`config.mk`:
```
export PLATFORM = sky130hd
export DESIGN_NAME = jedro_1_test_seq
export DESIGN_NICKNAME = d
export VERILOG_FILES = /design/src/rtl/jedro_1_test_pkg.sv /design/src/rtl/jedro_1_test_cnt_if.sv /design/src/rtl/jedro_1_test_cnt.sv /design/src/rtl/jedro_1_test_seq.sv
export SDC_FILE = /design/constraint.sdc
export NUM_CORES = 1
export LEC_CHECK = 0
export BUFFER_PORTS_ARGS = -buffer_cell sky130_fd_sc_hd__clkbuf_2
export CORE_MARGIN = 4
export CORE_UTILIZATION = 25
export DETAILED_ROUTE_END_ITERATION = 16
export GPL_TIMING_DRIVEN = 0
export PLACE_DENSITY_LB_ADDON = 0.15
export SLEW_MARGIN = 5
export SYNTH_ARGS = -nofsm -noshare
export SYNTH_HDL_FRONTEND = slang
export SYNTH_SLANG_ARGS = --single-unit
```
`constraint.sdc`:
```
create_clock -name clk_i -period 4.25 [get_ports clk_i]
set_input_delay 0 -clock clk_i [delete_from_list [all_inputs] [get_ports clk_i]]
set_output_delay 0 -clock clk_i [all_outputs]
set_load 0.005 [all_outputs]
```
`src/rtl/jedro_1_test_pkg.sv`:
```
// Shared types and constants for the jedro_1 core test sequencer.
// Holds the sequencer state encoding and the register-index width.
package jedro_1_test_pkg;

    localparam int REG_IDX_W = 5;

    typedef enum logic [2:0] {
        ST_IDLE,
        ST_RESET,
        ST_RUN,
        ST_DRAIN,
        ST_CHECK,
        ST_DONE
    } seq_state_e;

    function automatic int max_int(input int a, input int b);
        return (a > b) ? a : b;
    endfunction

endpackage

```
`src/rtl/jedro_1_test_cnt_if.sv`:
```
// Control/status bundle between the sequencer and its phase down-counter.
interface jedro_1_test_cnt_if #(
    parameter int WIDTH = 2
);
    logic             load;
    logic [WIDTH-1:0] load_val;
    logic             dec;
    logic             zero;

    modport master (output load, output load_val, output dec, input zero);
    modport slave  (input load, input load_val, input dec, output zero);
endinterface

```
`src/rtl/jedro_1_test_cnt.sv`:
```
// Loadable down counter with zero flag; times both the core-reset hold and
// the post-run pipeline drain.
module jedro_1_test_cnt #(
    parameter int WIDTH = 2
) (
    input logic               i_clk,
    input logic               i_srst,
    jedro_1_test_cnt_if.slave cnt
);

    logic [WIDTH-1:0] r_count;

    always_ff @(posedge i_clk) begin
        if (i_srst) begin
            r_count <= '0;
        end else if (cnt.load) begin
            r_count <= cnt.load_val;
        end else if (cnt.dec && (r_count != '0)) begin
            r_count <= r_count - 1'b1;
        end
    end

    assign cnt.zero = (r_count == '0);

endmodule

```
`src/rtl/jedro_1_test_seq.sv`:
```
// Core test sequencer: holds the core in reset, lets it run until halt or
// timeout, drains, then compares selected register-file entries.
module jedro_1_test_seq
    import jedro_1_test_pkg::*;
#(
    parameter int DATA_WIDTH   = 32,
    parameter int NUM_CHECKS   = 4,
    parameter int RST_CYCLES   = 3,
    parameter int MAX_CYCLES   = 32,
    parameter int DRAIN_CYCLES = 3,
    localparam int FI_W  = (NUM_CHECKS > 1) ? $clog2(NUM_CHECKS) : 1,
    localparam int CYC_W = $clog2(MAX_CYCLES + 1)
) (
    input  logic                             clk_i,
    input  logic                             rst_i,
    input  logic                             start_i,
    input  logic                             halt_i,
    input  logic [NUM_CHECKS*REG_IDX_W-1:0]  chk_idx_i,
    input  logic [NUM_CHECKS*DATA_WIDTH-1:0] chk_exp_i,
    output logic                             core_rstn_o,
    output logic [REG_IDX_W-1:0]             reg_raddr_o,
    input  logic [DATA_WIDTH-1:0]            reg_rdata_i,
    output logic                             done_o,
    output logic                             pass_o,
    output logic                             timeout_o,
    output logic [FI_W-1:0]                  fail_idx_o,
    output logic [DATA_WIDTH-1:0]            fail_val_o,
    output logic [CYC_W-1:0]                 cycles_o
);

    localparam int CNT_MAX = max_int(RST_CYCLES, DRAIN_CYCLES);
    localparam int CNT_W   = (CNT_MAX > 1) ? $clog2(CNT_MAX) : 1;
    // Counter runs load..0 inclusive, so a phase of N cycles loads N-1.
    localparam logic [CNT_W-1:0] RST_LOAD   = CNT_W'(RST_CYCLES - 1);
    localparam logic [CNT_W-1:0] DRAIN_LOAD = CNT_W'((DRAIN_CYCLES > 0) ? DRAIN_CYCLES - 1 : 0);
    localparam seq_state_e       RUN_EXIT   = (DRAIN_CYCLES == 0) ? ST_CHECK : ST_DRAIN;

    seq_state_e            r_state;
    logic                  r_core_rstn;
    logic                  r_done;
    logic                  r_pass;
    logic                  r_timeout;
    logic [FI_W-1:0]       r_fail_idx;
    logic [DATA_WIDTH-1:0] r_fail_val;
    logic [CYC_W-1:0]      r_cycles;
    logic [FI_W-1:0]       r_k;

    logic                  w_cnt_load;
    logic [CNT_W-1:0]      w_cnt_val;
    logic                  w_cnt_dec;
    logic                  w_cnt_zero;
    logic [REG_IDX_W-1:0]  w_chk_idx;
    logic [DATA_WIDTH-1:0] w_chk_exp;
    logic [CYC_W-1:0]      w_cyc_next;
    logic                  w_cyc_limit;
    logic                  w_match;
    logic                  w_last;

    jedro_1_test_cnt_if #(.WIDTH(CNT_W)) u_cnt_bus ();

    assign u_cnt_bus.load     = w_cnt_load;
    assign u_cnt_bus.load_val = w_cnt_val;
    assign u_cnt_bus.dec      = w_cnt_dec;
    assign w_cnt_zero         = u_cnt_bus.zero;

    jedro_1_test_cnt #(.WIDTH(CNT_W)) u_cnt (
        .i_clk  (clk_i),
        .i_srst (rst_i),
        .cnt    (u_cnt_bus)
    );

    assign w_chk_idx   = chk_idx_i[int'(r_k)*REG_IDX_W +: REG_IDX_W];
    assign w_chk_exp   = chk_exp_i[int'(r_k)*DATA_WIDTH +: DATA_WIDTH];
    assign w_match     = (reg_rdata_i == w_chk_exp);
    assign w_last      = (r_k == FI_W'(NUM_CHECKS - 1));
    assign w_cyc_next  = (r_cycles == CYC_W'(MAX_CYCLES)) ? r_cycles : r_cycles + 1'b1;
    assign w_cyc_limit = (w_cyc_next == CYC_W'(MAX_CYCLES));

    always_comb begin
        w_cnt_load = 1'b0;
        w_cnt_val  = '0;
        w_cnt_dec  = 1'b0;
        case (r_state)
            ST_IDLE, ST_DONE: begin
                if (start_i) begin
                    w_cnt_load = 1'b1;
                    w_cnt_val  = RST_LOAD;
                end
            end
            ST_RESET, ST_DRAIN: w_cnt_dec = 1'b1;
            ST_RUN: begin
                if (halt_i || w_cyc_limit) begin
                    w_cnt_load = 1'b1;
                    w_cnt_val  = DRAIN_LOAD;
                end
            end
            default: ;
        endcase
    end

    always_ff @(posedge clk_i) begin
        if (rst_i) begin
            r_state     <= ST_IDLE;
            r_core_rstn <= 1'b0;
            r_done      <= 1'b0;
            r_pass      <= 1'b0;
            r_timeout   <= 1'b0;
            r_fail_idx  <= '0;
            r_fail_val  <= '0;
            r_cycles    <= '0;
            r_k         <= '0;
        end else begin
            case (r_state)
                ST_IDLE, ST_DONE: begin
                    if (start_i) begin
                        r_state     <= ST_RESET;
                        r_core_rstn <= 1'b0;
                        r_done      <= 1'b0;
                        r_pass      <= 1'b0;
                        r_timeout   <= 1'b0;
                        r_fail_idx  <= '0;
                        r_fail_val  <= '0;
                        r_cycles    <= '0;
                        r_k         <= '0;
                    end
                end
                ST_RESET: begin
                    if (w_cnt_zero) begin
                        r_state     <= ST_RUN;
                        r_core_rstn <= 1'b1;
                    end
                end
                ST_RUN: begin
                    r_cycles <= w_cyc_next;
                    // Halt takes priority when it coincides with the limit.
                    if (halt_i || w_cyc_limit) begin
                        r_timeout <= !halt_i;
                        r_state   <= RUN_EXIT;
                        r_k       <= '0;
                    end
                end
                ST_DRAIN: begin
                    if (w_cnt_zero) begin
                        r_state <= ST_CHECK;
                    end
                end
                ST_CHECK: begin
                    if (!w_match) begin
                        r_fail_idx <= r_k;
                        r_fail_val <= reg_rdata_i;
                        r_pass     <= 1'b0;
                        r_done     <= 1'b1;
                        r_state    <= ST_DONE;
                    end else if (w_last) begin
                        r_pass  <= 1'b1;
                        r_done  <= 1'b1;
                        r_state <= ST_DONE;
                    end else begin
                        r_k <= r_k + 1'b1;
                    end
                end
                default: r_state <= ST_IDLE;
            endcase
        end
    end

    assign reg_raddr_o = (r_state == ST_CHECK) ? w_chk_idx : '0;
    assign core_rstn_o = r_core_rstn;
    assign done_o      = r_done;
    assign pass_o      = r_pass;
    assign timeout_o   = r_timeout;
    assign fail_idx_o  = r_fail_idx;
    assign fail_val_o  = r_fail_val;
    assign cycles_o    = r_cycles;

endmodule

```
Word-level counts from Yosys, hierarchy flattened
Index checks and enable logic that the tools add are counted.
- $add $sub $neg: 3
- multipliers: 1
- divide/modulo/power cells: 0
- $lt $le $gt $ge: 0
- equal/unequal tests: 17
- shifts and indexed selects: 2
- multiplexer cells: 40
- bitwise operators: 0
- reduce and logical (&&, ||, !) cells: 20
- operators by type and width (kind ; number):
    $shiftx 128x8->32 ; 1
    $mux 32 ; 2
    $pmux 32 s2 ; 1
    $eq 32x32->1 ; 1
    $shiftx 20x6->5 ; 1
    $mux 2 ; 9
    $mux 3 ; 6
    $pmux 3 s5 ; 1
    $eq 6x6->1 const B ; 2
    $mux 6 ; 2
    $pmux 6 s2 ; 1
    $reduce_and 3->1 ; 4
    $ne 2x2->1 const B ; 5
    $pmux 1 s2 ; 5
    $reduce_and 5->1 ; 2
    $reduce_bool 2->1 ; 5
    $mux 1 ; 9
    $pmux 2 s2 ; 2
    $add 6x1->6 const B ; 1
    $eq 3x2->1 const B ; 2
    $eq 3x3->1 const B ; 2
    $pmux 2 s3 ; 1
    $mul 2x3->5 const B ; 1
    $mux 5 ; 1
    other kinds (14) ; 16
- register bits after elaboration: 51
- latch bits: 0
- memory bits (writable): 0
- memory bits (read-only): 0
- input bits: 184
- output and inout port bits: 49
- logic and storage cells: 93
- memories: 0

Depth between registers and ports, before layout
- word-level depth: 7
- gate-level depth with buffers: 10
- gate-level depth less buffers: 9

Hierarchy
Synthesis repeated with hierarchy kept, for this count alone.
- cell total of the unflattened synthesis: 378
- area total of the unflattened synthesis: 3622.2 sq um
- modules (own cells, without submodules) (module ; instances ; cells each ; area an instance (sq um) ; seq. area each (sq um)):
    jedro_1_test_seq ; 1 ; 364 ; 3495.9 ; 980.9
    jedro_1_test_cnt ; 1 ; 14 ; 126.4 ; 40.0

Least setup slack after synthesis
No wires, ideal clock.
- kind: register to register
- start point: register r_k[0]
- end point: register r_fail_idx[1], in the netlist fail_idx_o[1]
- setup time: 117 ps
- arrival: 2388 ps
- data required time: 4133 ps
- path slack: 1745 ps
- stages on the path, launching flop included: 9
- path buffers: 2
- period minus slack after synthesis: 2505 ps
- cells stage by stage: dfxtp_1 > buf_2 > mux4_2 > xnor2_1 > nand4_1 > nor4_4 > a211oi_4 > buf_2 > a22o_1
- word-level cells in the longest chain between the ends: 4
- RTL lines (element ; RTL line ; text):
    start: declaration ; jedro_1_test_seq.sv:46 ; logic [FI_W-1:0] r_k;
    start signal: assignment ; jedro_1_test_seq.sv:159 ; r_k <= r_k + 1'b1;
    $shiftx 128x8->32 ; jedro_1_test_seq.sv:73 ; assign w_chk_exp = chk_exp_i[int'(r_k)*DATA_WIDTH +: DATA_WIDTH];
    $eq 32x32->1 ; jedro_1_test_seq.sv:74 ; assign w_match = (reg_rdata_i == w_chk_exp);
    $ne 2x2->1 (no line) ; -- ;
    $reduce_and 3->1 (no line) ; -- ;
    end signal: assignment ; jedro_1_test_seq.sv:149 ; r_fail_idx <= r_k;
    end: declaration ; jedro_1_test_seq.sv:43 ; logic [FI_W-1:0] r_fail_idx;
Every way passes these cells.
A chain may end at the register's enable or synchronous reset.

Worst setup path in the final report
- start point: register r_k[1]
- end point: register r_fail_val[5], in the netlist fail_val_o[5]
- word-level cells in the longest chain between the ends: 4
- RTL lines (element ; RTL line ; text):
    $shiftx 128x8->32 ; jedro_1_test_seq.sv:73 ;
    $eq 32x32->1 ; jedro_1_test_seq.sv:74 ;
    $ne 2x2->1 (no line) ; -- ;
    $reduce_and 3->1 (no line) ; -- ;
    end signal: assignment ; jedro_1_test_seq.sv:150 ; r_fail_val <= reg_rdata_i;
    end: declaration ; jedro_1_test_seq.sv:44 ; logic [DATA_WIDTH-1:0] r_fail_val;
Every way passes these cells.

==> reports/qor.yml <==
cts_sinks: 51
io-pin-count: 233
die_w_um: 123
root_buffer: "clkbuf_16"
min_path_type: "in2reg"
async_flop_share: 0
ys_ff_latch: 51
die_h_um: 123
ant_nets: 0
synth_common_cells: "dfxtp_1 (51), mux4_2 (37), a22o_1 (34)"
drt_first_pass_iters: 5
cts_max_path_buffers: 2
antennaDiodeCount: 0
yosysTopAreaCell: "dfxtp_1"
worstMarginPinSlew_ns: 0.683
fmax_ghz: 0.316
worst_clock_skew_ns: 0.00635
rsz0062_at_grt: "false"
track_usage: 0.171
synth.avg_cell_area_um2: 11.0
clk_latency_ns: 0.29
vdd_drop_max_mv: 0.144
r2r-start: "r_k[1]$_SDFFE_PP0P_"
rows: 41
yosys-top-cells-area: "dfxtp_1 (31%), mux4_2 (25%), a22o_1 (9.0%)"
place.gp.congestion: 0.808
min_from: "halt_i"
grt_pass1_vias: 3818
p_leak_nw: 2.32
end_kind: "flop"
port_buffers: 231
postSynthCellCount: 302
drv_slew: 0
max_slew_margin: 0.545
cap_violations: 0
grt_start_max_net_pins: 16
dp_hpwl_um: 11000
crit_type: "reg2reg"
synth_top_cell_area_share: 0.307
syn_area_mm2: 0.00333
antenna_found_initial: 0
powerDensity_mw_per_mm2: 298
synth_nets: 490
drive_gt1_frac: 0.511
path_clk_slew_ns: 0.07
h-tree-depth: 2
synth_top_flop_cell: "dfxtp_1"
synth_compound_area_frac: 0.160
startpoint: "r_k[1]$_SDFFE_PP0P_"
coreArea_mm2: 0.0128
ys_seq_area_frac: 0.307
cts_tree: "done"
wirelength_um: 13200
fin_crit_sh: 0.744
yosys.area_share.simple: 0.130
num-nets-final: 760
finalSetupTns_ns: 0
cp-start-kind: "flop"
dr_total_vias: 3533
ys_warn_count: 0
synth_top_family_by_area: "multiplexers"
setup_violations: 0
post-route-util: 0.402
synth.distinct_cells: 44
syn_to_final_growth_pct: 55.1
cts_setup_buffers: 0
wl_per_cell_um: 17.8
die_area_mm2: 0.0152
path_max_fanout: 10
cts_buffers: 5
hold_viol_final: 0
start_util: 0.259
via_per_inst: 4.74
synthAdderAreaFrac: 0.0150
period_minus_slack_ns: 3.16
arrival_ns: 3.35
synth_mux_area_frac: 0.256
outcome: "finished clean"
synth_most_common_cell: "dfxtp_1"
dr.first_iter.drc_count: 89
synth_xor_area_frac: 0.0895
grt.overflow.total: 0
critPathRequiredTime_ns: 4.43
grt_pass1_wl_um: 19800
synth_edf_count: 0
drc: 0
[cell usage in the layout, fill, tap and decap left out, drive strengths merged, types with 2 or more instances in the layout]
cell,instances
a211oi,2
a21oi,17
a22o,34
and2,2
and3,7
buf,11
clkbuf,247
dfxtp,51
dlygate4sd3,32
ha,4
inv,6
mux2i,2
mux4,37
nand2,6
nand2b,4
nand3,4
nand4,9
nand4b,2
nor2,25
nor2b,3
nor3,5
nor3b,2
nor4,2
o21ai,8
o31ai,2
or2,2
or3,2
xnor2,33
[timing repair]
action | 4_1_cts | 5_1_grt
hold buffers | 32 | 0
hold endpoints to repair | 32 | 0
resized for setup | 0 | 0
[path summary, 6_finish.rpt]
| check | end | slack (ns) | depth (start not counted) |
|---|---|---|---|
| worst max-delay path | fail_val_o[5]$_SDFFE_PP0P_ | 1.09 | 9 |
| worst min register to register | fail_val_o[27]$_SDFFE_PP0P_ | 0.47 | 1 |
| worst min-delay path | timeout_o$_SDFFE_PP0P_ | 0.07 | 4 |
| worst max register to register | fail_val_o[5]$_SDFFE_PP0P_ | 1.09 | 9 |
[where the power goes]
group	total, mW	internal (mW)	switching, mW	leakage [nW]
combinational	0.572	0.273	0.299	1.84
sequential	0.553	0.522	0.0315	0.412
clock	0.410	0.218	0.192	0.0669
[cell families (layout without fill, tap and decap cells)]
family,count (synthesis),count (layout)
fa+ha+maj,4,4
xor+xnor,34,34
buf+inv,27,298
flops,51,51
compound gates,71,71
mux,39,39
simple gates,76,76
[cell type report]
type                            count  area (µm²)
Buffer                             21         116
Clock buffer                        6         129
Clock inverter                      2        12.5
Fill cell                        1340        7660
Inverter                            6        22.5
Multi-Input combinational cell    224        2170
Sequential cell                    51        1020
Tap cell                          172         215
Timing Repair Buffer              263        1480
[routing by layer]
| metal | part of all wire | GRT usage | up-vias |
|---|---|---|---|
| li1 | - | - | 1708 |
| met1 | 0.37 | 0.191 | 1663 |
| met2 | 0.54 | 0.320 | 151 |
| met3 | 0.086 | 0.0471 | 11 |
| met4 | 0.012 | 0.0394 | 0 |
| met5 | 0 | 0 | - |
[registers in the layout, summed over array words and instances (netlist names)]
name,count
cycles_o,6
r_state,3
fail_val_o,32
u_cnt.r_count,2
pass_o,1
core_rstn_o,1
fail_idx_o,2
r_k,2
done_o,1
timeout_o,1
[stage by stage]
step	hold WS (ns)	area, µm²	std cells	setup slack (ns)	power [mW]
3_5_place_dp	0.250	4700	705	1.02	1.11
3_3_place_gp	0.249	4700	705	1.02	1.11
6_report	0.0654	5160	745	1.09	1.54
5_1_grt	0.0994	5160	745	0.812	1.64
4_1_cts	0.0534	5160	745	0.996	1.56
2_1_floorplan	0.133	3330	302	1.75	0.896
[worst max-delay path: stages, from the launching register on]
cell and delay (ns):
dfxtp_1 0.39, clkbuf_1 0.48, buf_2 0.39, mux4_2 0.36, xnor2_1 0.19, nand4_1 0.19
nor4_4 0.34, a211oi_4 0.19, buf_2 0.25, a22o_1 0.25
Note: power is estimated with default switching activity, not from simulation.
